**config.mk**
```make
export PLATFORM = sky130hd
export DESIGN_NAME = cp0_exc_ctrl
export DESIGN_NICKNAME = d
export VERILOG_FILES = /design/src/rtl/cp0_pkg.sv /design/src/rtl/cp0_timer.sv /design/src/rtl/cp0_exc_ctrl.sv
export SDC_FILE = /design/constraint.sdc
export NUM_CORES = 1
export LEC_CHECK = 0
export BUFFER_PORTS_ARGS = -buffer_cell sky130_fd_sc_hd__buf_2
export CELL_PAD_IN_SITES_DETAIL_PLACEMENT = 1
export CELL_PAD_IN_SITES_GLOBAL_PLACEMENT = 2
export CORE_ASPECT_RATIO = 1.4
export CORE_MARGIN = 3
export CORE_UTILIZATION = 36
export DETAILED_ROUTE_END_ITERATION = 7
export PLACE_DENSITY_LB_ADDON = 0.1
export SLEW_MARGIN = 20
export SYNTH_ARGS = -nofsm -noshare
export SYNTH_HDL_FRONTEND = slang
export SYNTH_HIERARCHICAL = 1
export SYNTH_SLANG_ARGS = --single-unit
```
**constraint.sdc**
```tcl
create_clock -name clk -period 12.48 [get_ports clk]
set_input_delay 2.496 -clock clk [delete_from_list [all_inputs] [get_ports clk]]
set_output_delay 2.496 -clock clk [all_outputs]
set_load 0.01 [all_outputs]
```
**src/rtl/cp0_pkg.sv**
```systemverilog
// Shared CP0 definitions: register numbers, exception codes, Status/Cause bit layout
// and reset/vector defaults for cp0_exc_ctrl and cp0_timer.
package cp0_pkg;

  localparam logic [4:0] REG_BADVADDR = 5'd8;
  localparam logic [4:0] REG_COUNT    = 5'd9;
  localparam logic [4:0] REG_COMPARE  = 5'd11;
  localparam logic [4:0] REG_STATUS   = 5'd12;
  localparam logic [4:0] REG_CAUSE    = 5'd13;
  localparam logic [4:0] REG_EPC      = 5'd14;
  localparam logic [4:0] REG_PRID     = 5'd15;
  localparam logic [4:0] REG_CONFIG   = 5'd16;
  localparam logic [2:0] SEL0         = 3'd0;

  typedef enum logic [4:0] {
    EXC_INT  = 5'd0,
    EXC_ADEL = 5'd4,
    EXC_ADES = 5'd5,
    EXC_SYS  = 5'd8,
    EXC_BP   = 5'd9,
    EXC_RI   = 5'd10,
    EXC_OV   = 5'd12
  } exc_code_e;

  localparam int ST_IE       = 0;
  localparam int ST_EXL      = 1;
  localparam int ST_IM_LO    = 8;
  localparam int ST_IM_HI    = 15;
  localparam int CA_BD       = 31;
  localparam int CA_TI       = 30;
  localparam int CA_IV       = 23;
  localparam int CA_IP_LO    = 8;
  localparam int CA_EXC_LO   = 2;

  localparam logic [31:0] EXC_VECTOR_DEF = 32'hBFC00380;
  localparam logic [31:0] STATUS_RST_DEF = 32'h00400000;
  localparam logic [31:0] PRID_VAL       = 32'h00004220;
  localparam logic [31:0] CONFIG_VAL     = 32'h80000000;

endpackage

```
**src/rtl/cp0_timer.sv**
```systemverilog
// Count/Compare timer: prescaled Count, Compare register and the sticky TI flag.
module cp0_timer
  import cp0_pkg::*;
#(
  parameter int COUNT_DIV = 2
) (
  input  logic        clk,
  input  logic        rst,
  input  logic        count_we,
  input  logic        compare_we,
  input  logic        ti_clr,
  input  logic [31:0] wdata,
  output logic [31:0] count,
  output logic [31:0] compare,
  output logic        ti
);

  localparam logic [1:0] DIV_MAX = 2'(COUNT_DIV - 1);

  logic [1:0]  div;
  logic        inc;
  logic [31:0] count_nxt;

  assign inc       = (div == DIV_MAX);
  assign count_nxt = count + 32'd1;

  always_ff @(posedge clk or posedge rst) begin
    if (rst) begin
      div     <= '0;
      count   <= '0;
      compare <= '0;
      ti      <= 1'b0;
    end else begin
      if (count_we) begin
        count <= wdata;
        div   <= '0;
      end else if (inc) begin
        count <= count_nxt;
        div   <= '0;
      end else begin
        div   <= div + 2'd1;
      end
      if (compare_we)
        compare <= wdata;
      // a Compare write in the same cycle as a match must leave TI clear
      if (ti_clr)
        ti <= 1'b0;
      else if (!count_we && inc && (count_nxt == compare))
        ti <= 1'b1;
    end
  end

endmodule

```
**src/rtl/cp0_exc_ctrl.sv**
```systemverilog
// CP0 register file with exception/ERET commit, timer and interrupt request.
// Optional macro CP0_CFG_REGS_EN adds read-only PRId (15,0) and Config (16,0).
module cp0_exc_ctrl
  import cp0_pkg::*;
#(
  parameter int          HW_INT_NUM = 6,
  parameter int          COUNT_DIV  = 2,
  parameter logic [31:0] EXC_VECTOR = EXC_VECTOR_DEF,
  parameter logic [31:0] STATUS_RST = STATUS_RST_DEF
) (
  input  logic                  clk,
  input  logic                  rst,
  input  logic                  we,
  input  logic [4:0]            waddr,
  input  logic [2:0]            wsel,
  input  logic [31:0]           wdata,
  input  logic [4:0]            raddr,
  input  logic [2:0]            rsel,
  output logic [31:0]           rdata,
  input  logic [HW_INT_NUM-1:0] hw_int,
  input  logic                  exc_valid,
  input  logic [4:0]            exc_code,
  input  logic [31:0]           exc_pc,
  input  logic                  exc_bd,
  input  logic [31:0]           exc_badvaddr,
  input  logic                  eret,
  output logic                  int_req,
  output logic                  flush,
  output logic [31:0]           flush_pc,
  output logic [31:0]           status_o,
  output logic [31:0]           cause_o,
  output logic [31:0]           epc_o
);

  logic [31:0] status, epc, badvaddr, count, compare, cause, rd_next;
  logic        cause_bd, cause_iv, ti;
  logic [1:0]  ip_sw;
  logic [5:0]  ip_hw, hw6;
  logic [4:0]  cause_exc;
  logic [7:0]  cause_ip;
  logic        wr_en, count_we, compare_we;

  always_comb begin
    hw6                 = '0;
    hw6[HW_INT_NUM-1:0] = hw_int;
  end

  // mtc0 only lands when no exception or ERET commits this cycle
  assign wr_en      = we && !exc_valid && !eret && (wsel == SEL0);
  assign count_we   = wr_en && (waddr == REG_COUNT);
  assign compare_we = wr_en && (waddr == REG_COMPARE);

  cp0_timer #(.COUNT_DIV(COUNT_DIV)) u_timer (
    .clk       (clk),
    .rst       (rst),
    .count_we  (count_we),
    .compare_we(compare_we),
    .ti_clr    (compare_we),
    .wdata     (wdata),
    .count     (count),
    .compare   (compare),
    .ti        (ti)
  );

  assign cause_ip = {ip_hw[5] | ti, ip_hw[4:0], ip_sw};
  assign cause    = {cause_bd, ti, 6'b0, cause_iv, 7'b0, cause_ip, 1'b0, cause_exc, 2'b0};
  assign int_req  = status[ST_IE] && !status[ST_EXL] &&
                    (|(status[ST_IM_HI:ST_IM_LO] & cause_ip));
  assign flush    = exc_valid || eret;
  assign flush_pc = exc_valid ? EXC_VECTOR : epc;
  assign status_o = status;
  assign cause_o  = cause;
  assign epc_o    = epc;

  always_comb begin
    rd_next = '0;
    if (rsel == SEL0) begin
      case (raddr)
        REG_BADVADDR: rd_next = badvaddr;
        REG_COUNT:    rd_next = count;
        REG_COMPARE:  rd_next = compare;
        REG_STATUS:   rd_next = status;
        REG_CAUSE:    rd_next = cause;
        REG_EPC:      rd_next = epc;
`ifdef CP0_CFG_REGS_EN
        REG_PRID:     rd_next = PRID_VAL;
        REG_CONFIG:   rd_next = CONFIG_VAL;
`endif
        default:      rd_next = '0;
      endcase
    end
  end

  always_ff @(posedge clk or posedge rst) begin
    if (rst) begin
      status    <= STATUS_RST;
      epc       <= '0;
      badvaddr  <= '0;
      cause_bd  <= 1'b0;
      cause_iv  <= 1'b0;
      cause_exc <= '0;
      ip_sw     <= '0;
      ip_hw     <= '0;
      rdata     <= '0;
    end else begin
      ip_hw <= hw6;
      rdata <= rd_next;
      if (exc_valid) begin
        // nested exceptions keep the original EPC/BD
        if (!status[ST_EXL]) begin
          epc      <= exc_bd ? (exc_pc - 32'd4) : exc_pc;
          cause_bd <= exc_bd;
        end
        cause_exc       <= exc_code;
        status[ST_EXL]  <= 1'b1;
        if (exc_code == 5'(EXC_ADEL) || exc_code == 5'(EXC_ADES))
          badvaddr <= exc_badvaddr;
      end else if (eret) begin
        status[ST_EXL] <= 1'b0;
      end else if (wr_en) begin
        case (waddr)
          REG_STATUS: status <= wdata;
          REG_CAUSE: begin
            ip_sw    <= wdata[CA_IP_LO+1:CA_IP_LO];
            cause_iv <= wdata[CA_IV];
          end
          REG_EPC:   epc <= wdata;
          default: ;
        endcase
      end
    end
  end

endmodule
```
# Word-level counts from Yosys, hierarchy flattened
# Cells that the tools add are included.
totals:
  register_bits: 210
  input_bits: 129
  output_inout_bits: 162
  wordCells: 88
op_classes:
  add_sub_neg: 3
  eq_ne: 17
  mux: 19
  bitwise: 5
  reduce_logical: 30
op_table:
  columns: ["cell", "count"]
  rows:
  - ["$mux W32", 10]
  - ["$pmux W32 S6", 1]
  - ["$eq A5 B4 Y1 const B", 11]
  - ["$add A32 B1 Y32 const B", 1]
  - ["$eq A32 B32 Y1", 1]
  - ["$sub A32 B3 Y32 const B", 1]
  - ["$reduce_and A4 Y1", 3]
  - ["$eq A5 B3 Y1 const B", 2]
  - ["$logic_and A1 B1 Y1", 9]
  - ["$and A8 B8 Y8", 1]
  - ["$mux W2", 4]
  - ["$reduce_bool A2 Y1", 4]
  - ["$reduce_or A8 Y1", 1]
  - ["$logic_not A3 Y1", 2]
  - ["$reduce_and A2 Y1", 3]
  - ["$reduce_bool A3 Y1", 2]
  - ["$logic_not A1 Y1", 4]
  - ["$mux W1", 4]
  - ["$ne A2 B2 Y1 const B", 2]
  - ["$not A1 Y1", 3]
  - ["$add A2 B1 Y2 const B", 1]
  - ["$eq A2 B1 Y1 const B", 1]
  - ["$logic_or A1 B1 Y1", 2]
  - ["$or A1 B1 Y1", 1]

# Logic depth before layout (Yosys ltp)
# Gate-level depths: netlist (run 1).
depth:
  word_depth: 10
  ltp_mapped: 11
  depth_no_buf: 10

# By module
# The synthesis (run 1) kept the hierarchy.
modules_own_cells:
  columns: ["module", "instances", "cells_per_inst", "area_each_um2", "seq_area_each_um2"]
  rows:
  - ["cp0_exc_ctrl", 1, 680, 7457.2, 3579.7]
  - ["cp0_timer", 1, 436, 4140.2, 1676.6]

# Worst setup path after synthesis (run 1)
# No wires, ideal clock.
synth_timing:
  path_kind: "in2out"
  from: "in exc_valid"
  to: "out flush"
  arrival_time_ps: 3517
  required_ps: 9984
  setup_slack_ps: 6467
  stages: 4
  path_buffers: 3
  path_cell_list: "clkbuf_1 -> clkbuf_1 -> clkbuf_1 -> or2_2"
synth_via:
  elab_chain_cells: 1
synth_lines:
  columns: ["element", "line_no", "rtl"]
  rows:
  - ["start: declaration", "cp0_exc_ctrl.sv:21", "input logic exc_valid,"]
  - ["$logic_or A1 B1 Y1", "cp0_exc_ctrl.sv:69", "assign flush = exc_valid || eret;"]
  - ["end: declaration", "cp0_exc_ctrl.sv:28", "output logic flush,"]
# Every way passes these cells.

# Worst setup path after layout (run 1)
layout_timing:
  from: "in exc_valid"
  to: "out flush_pc[28]"
layout_via:
  elab_chain_cells: 1
layout_lines:
  columns: ["element", "line_no", "rtl"]
  rows:
  - ["$mux W32", "cp0_exc_ctrl.sv:70", "assign flush_pc = exc_valid ? EXC_VECTOR : epc;"]
  - ["end: declaration", "cp0_exc_ctrl.sv:29", "output logic [31:0] flush_pc,"]
# Every way passes these cells.

==> out/results.ini, run 1 <==
[synth]
synth_compound_area_share_pct = 12.2
ys_types = 67
synthAdderAreaFrac_pct = 0.216
postSynthCellCount = 1116
syn_area_um2 = 11600
ys.flop_type = dfrtp_1
synth_xor_area_share_pct = 7.70
synth_simple_gate_area_share_pct = 15.9
yosys_warnings = 6
synth_seq_area_share_pct = 45.3
async_flop_share_pct = 100
synth_mux_area_share_pct = 13.9
synth_edf_count = 0
synth-seq-cells = 210
synth.avg_cell_area_um2 = 10.4
synth_top_family_by_area = simple AND/OR/NAND/NOR gates

[floorplanning]
die_area_um2 = 34400
start_util_pct = 36.6
die_y_um = 218
die_x_um = 158
ios = 291
coreArea_um2 = 31700
num_rows = 77

[cts]
clkTransAtPathRegs_ns = 0.06
clockBufferDepth = 3
clk-insertion-delay-late_ns = 0.53
cts_root_buf = clkbuf_16
h-tree-depth = 1
hold_buffers = 0
post-cts-setup-buffers = 0
cts_sinks = 210
cts_buffers = 23
cts_tree = built
post_cts_resized = 0

[layout]
drive_above_1_share_pct = 34.7
utilization_pct = 44.4
fin_nets = 1481
area_growth_pct = 21.3
fillers = 3631

[timing]
max_freq_ghz = 0.165
hold_violations = 0
setup_ws_ns = 6.44
fin_skew_ns = 0.0117
fin_setup_tns_ns = 0
period_share_pct = 48.4
rsz0062_at_grt = false
tightest_slew_ns = 1.12
setup_violations = 0
max_slew_margin_pct = 25.5
min_period_ns = 6.04
final_max_slew_viol_count = 0

[power_and_ir_drop]
p_per_area_nw_per_um2 = 133
max-vdd-ir-drop_uv = 79.5
leakage_nw = 6.37

[min_path]
hold_class = reg -> reg
holdPathStages = 1
whs_endpoint = u_timer/div[0]$_DFF_PP0_
min_from = u_timer/div[0]$_DFF_PP0_

[setup_path]
startpoint_type = primary input
rr_worst_depth = 8
r2r_slack_ns = 9.46
worstPathMaxFanout = 36
r2r-start = u_timer/count[0]$_DFFE_PP0P_
rr_endpoint = u_timer/ti$_DFFE_PP0P_
slowest_delay_ns = 0.41
cp_top_family = buffers and inverters
crit_required_ns = 9.98
worstPathCellList = buf_2 > buf_4 > or2_2 > buf_2
critical-path-slowest-cell = buf_4
worst_path_most_repeated_cell = buf_2
endpoint_kind = output pin
crit_type = in -> out
critPathBufInv = 3
cp.arrival_ns = 3.55

[routing]
dr.pass1.iters = 6
ant_nets = 0
drc_errors = 0
wl_per_cell_um = 24.3
wirelength_um = 42800
routed-via-count = 9730
via_per_inst = 5.52
drt_iter0_markers = 526

[global_route]
grt_use_met2_pct = 41.6
grt_pass1_wl_um = 64000
use_met3_pct = 4.14
grt_max_degree = 105
met1_usage_pct = 32.3
grt_antenna_before_repair = 6
gr-total-overflow = 0
grt_usage_pct = 24.5
top_usage_layer = met2
grt_pass1_vias = 10100

[flow_run]
maxCapViolations = 0

[placement]
hpwl_um = 32200
place_congestion = 0.898
place_ws_ns = 6.43
numPortBuffers = 274

[outcome]
status = completed

[flip-flops by register name, summed over array words and instances (netlist names)]
signal           count
badvaddr            32
epc_o               32
rdata               32
status_o            32
u_timer/compare     32
u_timer/count       32
ip_hw                6
cause_exc            5
ip_sw                2
u_timer/div          2
cause_bd             1
cause_iv             1
u_timer/ti           1
[where the power goes]
group	total (W)	internal, W	switching, W
combinational	0.000297	0.000133	0.000164
sequential	0.000827	0.000743	0.0000837
clock	0.000747	0.000452	0.000294
[cell type report]
class                           instances  area (um^2)  area share, %
Antenna cell                            1         2.50         0.0178
Clock buffer                           33          663           4.71
Clock inverter                          8          148           1.05
Inverter                               13         53.8          0.382
Multi-Input combinational cell        810         5930           42.1
Sequential cell                       210         5260           37.4
Tap cell                              395          494           3.51
Timing Repair Buffer                  292         1530           10.8
[stage by stage]
step | instance area, um^2 | hold WS, ns | power [W] | instances
3_5_place_dp | 13200 | 0.465 | 0.00114 | 1719
5_1_grt | 14100 | 0.489 | 0.00195 | 1761
4_1_cts | 14000 | 0.472 | 0.00189 | 1760
6_report | 14100 | 0.469 | 0.00187 | 1762
3_3_place_gp | 13200 | 0.438 | 0.00113 | 1719
2_1_floorplan | 11700 | 0.421 | 0.000990 | 1131
[how the worst max path moves through the flow]
stage                    from                       to  slack [ns]  depth (start not counted)
finish              exc_valid             flush_pc[28]        6.44                          4
floorplan                 rst  badvaddr[0]$_DFFE_PP0P_        6.15                          1
detailed placement  exc_valid             flush_pc[24]        6.43                          4
global route        exc_valid             flush_pc[28]        6.34                          4
global placement    exc_valid             flush_pc[28]        6.46                          4
CTS                 exc_valid             flush_pc[28]        6.43                          4
[layout by cell type (no fill, tap or decap), types with 15 or more instances in the layout]
master and instances:
dfrtp_1 209, mux2_1 33, buf_4 17, clkbuf_16 23, xnor2_1 61, a22oi_1 50, o21ai_1 29, a222oi_1 17
mux2_2 100, conb_1 16, nor2b_1 23, buf_2 274, nand2_1 94, nor3b_1 20, xor2_1 41, or2_2 15
nor2_1 35, o21ai_0 47, nand3_1 24, nand4_1 15, a21oi_1 60
[cells in the mapped netlist (28+ instances only)]
master	n	area share, %
a21oi_1	60	2.6
a22oi_1	50	3.2
buf_4	28	1.8
clkbuf_1	52	1.7
dfrtp_1	209	45
mux2_1	33	3.2
mux2_2	100	9.7
nand2_1	94	3.0
nor2_1	37	1.2
o21ai_0	47	2.0
o21ai_1	29	1.3
xnor2_1	61	4.6
xor2_1	41	3.1
[layer usage]
metal | vias to the layer above | wire length (um)
met4 | 6 | 1000
met5 | - | 34
li1 | 4460 | -
met1 | 4911 | 18000
met2 | 299 | 21200
met3 | 54 | 2570
[cell families after synthesis]
family          after synthesis
mux                         144
other cells                   1
xor+xnor                    102
flops                       210
simple gates                319
fa+ha+maj                     2
compound gates              227
buf+inv                     111
[worst reg2reg max path, cell delays in order, from the launching register on]
cell       delay [ns]
dfrtp_1          0.49
ha_1             0.30
nand3_4          0.19
nor4_2           0.57
and3_1           0.34
xnor2_1          0.14
o2111ai_1        0.14
or4_1            0.55
o32ai_2          0.20
Power figures use the tool's default switching activity.
==> run 2, diff against run 1 <==
Settings changed: CORE_UTILIZATION 36 to 34.
Clock period 12.48 ns to 5.8 ns, I/O delays scaled along.
==> run 2 against run 1 <==
Against the previous run: clock skew down 0.0019 ns; critical path type is now in -> reg; sequential power increased by 110%; clock-buffer cell count is 1 higher; first-iteration DRC count fell by 0.95%; cell count up 2.8%; via count fell by 0.90%; global-route usage down 1.6 points; routed wire length fell by 0.66%; final area up 0.60%; combinational power up 110%; clock power is 120% higher; total power rose by 120%.
==> out/results.ini, run 2 (same netlist as run 1, synthesis figures left out) <==
[outcome]
status = completed  ; unchanged

[layout]
fin_nets = 1482  ; was 1481
final_cells = 1812  ; was 1762
area_growth_pct = 22.0  ; was 21.3%
drive_above_1_share_pct = 34.7  ; about the same
antennaDiodeCount = 0  ; was 1
utilization_pct = 42.4  ; was 44.4%
final_common_cell = buf_2  ; unchanged
fillers = 3858  ; was 3631
mostFrequentLayoutCells = buf_2 (274), dfrtp_1 (209), mux2_2 (100)  ; unchanged

[placement]
post-place-cells = 1770  ; was 1719
place_congestion = 0.873  ; was 0.898
numPortBuffers = 274  ; unchanged
hpwl_um = 31900  ; was 32200 um

[global_route]
grt_max_degree = 99  ; was 105
grt_pass1_vias = 10100  ; about the same
grt_antenna_before_repair = 3  ; was 6
grt_pass1_wl_um = 63800  ; was 64000 um
grt_usage_pct = 22.9  ; was 24.5%
gr-total-overflow = 0  ; unchanged

[cts]
cts_sinks = 210  ; unchanged
clockBufferDepth = 3  ; unchanged
cts_buffers = 24  ; was 23
clk-insertion-delay-late_ns = 0.53  ; about the same
post_cts_resized = 0  ; unchanged
hold_buffers = 0  ; unchanged
cts_tree = built  ; unchanged
clkTransAtPathRegs_ns = 0.06  ; about the same
post-cts-setup-buffers = 0  ; unchanged
h-tree-depth = 1  ; unchanged
cts_root_buf = clkbuf_16  ; unchanged

[floorplanning]
ios = 291  ; unchanged
die_area_um2 = 36400  ; was 34400 um^2
die_y_um = 225  ; was 218 um
start_util_pct = 34.7  ; was 36.6%
die_x_um = 162  ; was 158 um
coreArea_um2 = 33400  ; was 31700 um^2
num_rows = 79  ; was 77

[routing]
ant_nets = 0  ; unchanged
wirelength_um = 42600  ; was 42800 um
dr.pass1.iters = 6  ; unchanged
drt_iter0_markers = 521  ; was 526
drc_errors = 0  ; unchanged
wl_per_cell_um = 23.5  ; was 24.3 um
routed-via-count = 9642  ; was 9730
via_per_inst = 5.32  ; was 5.52

[setup_path]
worstPathCellList = buf_2 > nor4b_1 > nand2_1 > nor4bb_4 > buf_4 > nor2_1 > and4_1 > nand4_1 > nor4_2 > nand4b_1 > or4_1 > o32ai_2  ; was buf_2 > buf_4 > or2_2 > buf_2
endpoint_kind = register  ; was output pin
crit_required_ns = 6.19  ; was 9.98 ns
slowest_delay_ns = 0.75  ; was 0.41 ns
critical-path-slowest-cell = nor4b_1  ; was buf_4
crit_type = in -> reg  ; was in -> out
startpoint_type = primary input  ; unchanged
critPathBufInv = 2  ; was 3
cp_top_family = simple AND/OR/NAND/NOR gates  ; was buffers and inverters
worstPathMaxFanout = 35  ; was 36
cp.arrival_ns = 4.04  ; was 3.55 ns

[timing]
min_period_ns = 3.65
fin_setup_tns_ns = 0  ; unchanged
period_share_pct = 62.9
max_slew_margin_pct = 30.8  ; was 25.5%
tightest_slew_ns = 1.03  ; was 1.12 ns
setup_violations = 0  ; unchanged
fin_skew_ns = 0.00980  ; was 0.0117 ns
final_max_slew_viol_count = 0  ; unchanged
hold_violations = 0  ; unchanged
max_freq_ghz = 0.274
rsz0062_at_grt = false  ; unchanged

[min_path]
hold_class = reg -> reg  ; unchanged

[flow_run]
maxCapViolations = 0  ; unchanged

[power_and_ir_drop]
leakage_nw = 6.39  ; was 6.37 nW
p_per_area_nw_per_um2 = 287  ; was 133 nW/um^2
max-vdd-ir-drop_uv = 165  ; was 79.5 uV
power_w = 0.00406  ; was 0.00187 W

## run 2: path summary, 6_finish.rpt
kind                                               from                       end  slack (ns)  cells past startpoint
max                                             wsel[1]    u_timer/ti$_DFFE_PP0P_        2.15                     12
min                            u_timer/div[0]$_DFF_PP0_  u_timer/div[0]$_DFF_PP0_        0.46                      1
max reg2reg                u_timer/count[0]$_DFFE_PP0P_    u_timer/ti$_DFFE_PP0P_        2.79                      8
min reg2reg                    u_timer/div[0]$_DFF_PP0_  u_timer/div[0]$_DFF_PP0_        0.46                      1
max in group asynchronous                           rst       rdata[10]$_DFF_PP0_        3.73                      3
min in group asynchronous                           rst  badvaddr[24]$_DFFE_PP0P_        0.86                      2
## run 2: through the flow
step                cell area [um^2]  setup slack, ns  hold WS, ns
floorplan                      11700            0.804        0.421
global placement               13300             1.62        0.434
detailed placement             13300             1.55        0.454
CTS                            14200             2.10        0.463
global route                   14200             1.94        0.492
finish                         14200             2.15        0.460
## run 2: worst register-to-register path: stages (launching register included)
cell and delay [ns]:
dfrtp_1 0.51, ha_1 0.32, nand3_4 0.18, nor4_2 0.55, and3_1 0.29, xnor2_1 0.19
o2111ai_1 0.16, or4_1 0.53, o32ai_2 0.20
## run 2: area by class of cell
type                    instances  area, um^2  share of cell area (%)
inverters                      13        53.8                   0.380
clock buffers                  34         719                    5.08
multi-input cells             810        5920                    41.8
repair buffers                292        1510                    10.6
well taps                     445         557                    3.93
clock inverters                 8         140                   0.990
flip-flops and latches        210        5260                    37.1
## run 2: per-layer routing
metal	wire length, um	track usage [%]	vias to the layer above
met4	877	5.81	6
met1	18000	29.7	4851
met2	21400	39.7	273
li1	-	-	4463
met5	34	0	-
met3	2240	3.80	49
## run 2: power breakdown
| group | internal [W] | total (W) | switching [W] |
|---|---|---|---|
| registers | 0.00160 | 0.00177 | 0.000173 |
| clock network | 0.00104 | 0.00166 | 0.000621 |
| logic | 0.000284 | 0.000633 | 0.000348 |
| total | 0.00292 | 0.00406 | 0.00114 |
